File: config.mk
export PLATFORM = sky130hd
export DESIGN_NAME = stream_demux
export DESIGN_NICKNAME = d
export VERILOG_FILES = /design/src/rtl/stream_demux.sv
export SDC_FILE = /design/constraint.sdc
export NUM_CORES = 1
export LEC_CHECK = 0
export ABC_AREA = 1
export CAP_MARGIN = 20
export CORE_AREA = 8 8 45 47
export CTS_BUF_LIST = sky130_fd_sc_hd__clkbuf_16
export DETAILED_ROUTE_END_ITERATION = 8
export DIE_AREA = 0 0 53 55
export PLACE_DENSITY_LB_ADDON = 0.1
export SETUP_SLACK_MARGIN = 0.4
export SLEW_MARGIN = 5
export SYNTH_ARGS = -nofsm -noshare
export SYNTH_HDL_FRONTEND = slang
export SYNTH_SLANG_ARGS = --single-unit
File: constraint.sdc
create_clock -name clk -period 1.3 [get_ports clk]
set_input_delay 0.26 -clock clk [delete_from_list [all_inputs] [get_ports clk]]
set_output_delay 0.26 -clock clk [all_outputs]
set_load 0.05 [all_outputs]
File: src/rtl/stream_demux.sv
// One-deep registered demux: each beat goes to lane in_sel one cycle after accept; a lane only backpressures beats aimed at it.
// Optional STREAM_DEMUX_ERR_EN adds a sticky err_sel flag and a saturating err_cnt for out-of-range selects.
module stream_demux #(
  parameter int DATA_WIDTH = 1,
  parameter int OUTPUTS_NUM = 3,
  localparam int SELECT_WIDTH = $clog2(OUTPUTS_NUM)
) (
  input  logic                    clk,
  input  logic                    rst_n,
  input  logic                    in_valid,
  input  logic [DATA_WIDTH-1:0]   in_data,
  input  logic [SELECT_WIDTH-1:0] in_sel,
  output logic                    in_ready,
  output logic [OUTPUTS_NUM-1:0]  out_valid,
  output logic [DATA_WIDTH-1:0]   outputs_arr [0:OUTPUTS_NUM-1],
  input  logic [OUTPUTS_NUM-1:0]  out_ready
`ifdef STREAM_DEMUX_ERR_EN
  ,
  output logic                    err_sel,
  output logic [7:0]              err_cnt
`endif
);

  logic [OUTPUTS_NUM-1:0] sel_hit;
  logic [OUTPUTS_NUM-1:0] load;
  logic                   in_range;
  logic                   lane_free;

  // Out-of-range selects are always accepted so they can be dropped without stalling the stream.
  always_comb begin
    sel_hit = '0;
    for (int k = 0; k < OUTPUTS_NUM; k++) begin
      sel_hit[k] = (in_sel == SELECT_WIDTH'(k));
    end
    in_range  = |sel_hit;
    lane_free = |(sel_hit & (~out_valid | out_ready));
    in_ready  = in_range ? lane_free : 1'b1;
    load      = (in_valid && in_ready) ? sel_hit : '0;
  end

  always_ff @(posedge clk or negedge rst_n) begin
    if (!rst_n) begin
      for (int k = 0; k < OUTPUTS_NUM; k++) begin
        out_valid[k]   <= 1'b0;
        outputs_arr[k] <= '0;
      end
    end else begin
      for (int k = 0; k < OUTPUTS_NUM; k++) begin
        if (load[k]) begin
          out_valid[k]   <= 1'b1;
          outputs_arr[k] <= in_data;
        end else if (out_ready[k]) begin
          out_valid[k] <= 1'b0;
        end
      end
    end
  end

`ifdef STREAM_DEMUX_ERR_EN
  logic bad_beat;
  assign bad_beat = in_valid && !in_range;

  always_ff @(posedge clk or negedge rst_n) begin
    if (!rst_n) begin
      err_sel <= 1'b0;
      err_cnt <= 8'd0;
    end else if (bad_beat) begin
      err_sel <= 1'b1;
      if (err_cnt != 8'hFF) err_cnt <= err_cnt + 8'd1;
    end
  end
`endif

endmodule

==> impl_metrics.toml <==
[yosys]
ys_types = 14
ys_ff_latch = 6
synth_area_per_cell_um2 = 8.79
netlist.top_cell.by_area = "dfrtp_1"
synth_fp_nets = 46
synthTopCellsByArea = "dfrtp_1 46%, nand2_1 10%, nand4_1 9.6%"
ys_seq_area_share_pct = 46.2
synth.top_cell.area_share_pct = 46.2
ys_warn_count = 0
synthesis.area_um2 = 325
syn_inst = 37

[floorplanning]
design.core.area_um2 = 1380
fp.dieH_um = 55
die_x_um = 53
fp-row-count = 14
pin_count = 16
start_util_pct = 23.5
dieArea_um2 = 2920

[layout]
layout_commonest_cell = "buf_4"
nFillCells = 127
antennaDiodeCount = 0
areaGrowthSynthToFinish_pct = 147
drive_gt1_share_pct = 62.0
fin_util_pct = 58.0
nets = 81
layout_common_cells = "12 x buf_4, 7 x buf_12, 6 x nand2_1"

[sta]
slew_violations = 0
max_freq_ghz = 0.768
whs_ns = 0.276
fin_ws_ns = -0.00282
relSlewSlack_pct = 81.6
setup_violations = 1
max_slew.worst_pin.slew_ns = 0.275
rsz0062_at_grt = "true"
tns_ns = -0.00282
post-route-min-period_ns = 1.30
finalClockSkew_ns = 0.00233
fin_crit_sh_pct = 100
final-hold-violation-count = 0

[power]
p_total_mw = 1.13
p_int_uw = 807
pwr-share-comb_pct = 34.3
power.switching_uw = 325
p_leak_nw = 0.390
p_per_area_nw_per_um2 = 1410
p_clk_share_pct = 43.9
vdd_ir_drop_max_mv = 1.09
switching_share_pct = 28.7
seqPwrFrac_pct = 21.8

[grt]
track_usage_pct = 8.44
grt_pass1_vias = 401
grt_pass1_wl_um = 1720
grt_max_degree = 7
antenna_found_initial = 0
grt_overflow = 0

[setup_path]
critical_path_arrival_ns = 1.04
critPathTopFamily = "flip-flops"
reg2reg_slack_ns = 0.07
crit_type = "flip-flop to primary output"
cp.buffers_inverters = 2
crit_fanout = 3
cp.depth = 4
crit_path_end = "in_ready"
critPathMaxStageDelay_ns = 0.35
cp_cell_sequence = "inv_2 > o21ai_4 > nand3_4 > buf_12"
crit_start = "out_valid[0]$_DFFE_PN0P_"
end_kind = "primary output"
cp_slowest_cell = "dfrtp_2"
reg2reg_depth = 8
worstSetupStartpointType = "flip-flop"
r2r-start = "out_valid[0]$_DFFE_PN0P_"
crit_required_ns = 1.04
rr_endpoint = "outputs_arr[1]$_DFFE_PN0P_"

[hold_path]
hold_path.class = "input pin to async pin"

[clocking]
htreeDepth = 1
insertion_delay_ns = 0.23
cts_buffers = 3
root_buffer = "clkbuf_16"
tritoncts = "built"
clkSlewWorstSetupHoldPaths_ns = 0.03
cts_buffer_depth = 2
cts.sinks = 6

[route]
num_vias = 373
drc_errors = 0
ant_nets = 0
dr.pass1.iters = 2
drt_iter0_markers = 1
wl_per_cell_um = 12.9
via_per_inst = 4.29
drt-total-wl_um = 1130

[place]
pre_cts_ws_ns = -0.347
place_congestion = 0.767
hpwl_um = 858
io_buffers = 15

[status]
outcome = "complete, but fails checks"
violations = "setup timing"

[job]
maxCapViolations = 0
-- metal layers --
layer | GRT usage, % | up-vias | share of wire (%)
li1 | - | 189 | -
met1 | 7.66 | 169 | 39
met2 | 14.1 | 12 | 51
met3 | 4.55 | 3 | 7.7
met4 | 6.47 | 0 | 1.9
met5 | 0 | - | 0
-- stage by stage --
step / instances / cell area, µm²
2_1_floorplan: 37 / 337
5_1_grt: 87 / 802
3_3_place_gp: 71 / 599
4_1_cts: 81 / 742
6_report: 87 / 802
3_5_place_dp: 71 / 599
-- sequential cells by signal, indices dropped and copies added (netlist names) --
| signal | count |
|---|---|
| outputs_arr | 3 |
| out_valid | 3 |
-- power by group through the flow --
| stage | logic, mW | clock network, mW | registers, mW |
|---|---|---|---|
| 2_1_floorplan | 0.0625 | 0 | 0.331 |
| 3_3_place_gp | 0.341 | 0 | 0.248 |
| 3_5_place_dp | 0.344 | 0 | 0.250 |
| 4_1_cts | 0.363 | 0.506 | 0.248 |
| 5_1_grt | 0.406 | 0.528 | 0.250 |
| 6_report | 0.388 | 0.497 | 0.247 |
-- layout make-up --
type | instances | area (µm²) | share of cell area [%]
tap | 16 | 20.0 | 2.50
inverter | 6 | 22.5 | 2.81
multi-input combinational | 25 | 196 | 24.5
clock buffer | 3 | 75.1 | 9.36
timing repair buffer | 30 | 330 | 41.2
sequential | 6 | 154 | 19.2
clock inverter | 1 | 3.75 | 0.468
-- cell families (layout without fill, tap and decap cells) --
| group | after synthesis | count (layout) | synth area share [%] |
|---|---|---|---|
| AOI/OAI and AO/OA | 3 | 3 | 5.77 |
| DFF | 6 | 6 | 46.2 |
| and+or+nand+nor | 22 | 22 | 41.2 |
| buffers and inverters | 6 | 40 | 6.92 |
-- cell usage after synthesis, drive strengths merged --
cell and number:
nand2 11, dfrtp 6, nand4 5, inv 6, nand3 3, nor2 3
o21ai 3
-- worst min-delay path by stage --
| stage | to | slack (ns) | cells after the start | from |
|---|---|---|---|---|
| floorplan | out_valid[0]$_DFFE_PN0P_ | -0.04 | 0 | rst_n |
| global placement | outputs_arr[0]$_DFFE_PN0P_ | 0.51 | 1 | rst_n |
| detailed placement | outputs_arr[0]$_DFFE_PN0P_ | 0.52 | 1 | rst_n |
| CTS | outputs_arr[2]$_DFFE_PN0P_ | 0.29 | 1 | rst_n |
| global route | outputs_arr[2]$_DFFE_PN0P_ | 0.29 | 1 | rst_n |
| finish | outputs_arr[2]$_DFFE_PN0P_ | 0.28 | 1 | rst_n |
-- what timing repair did --
item / CTS / global route
setup endpoints to repair: 13 / 13
pin swaps: 6 / 4
buffers inserted: 6 / 6
hold buffers: 0 / 0
resized for setup: 15 / 8
Power figures use the tool's default switching activity.
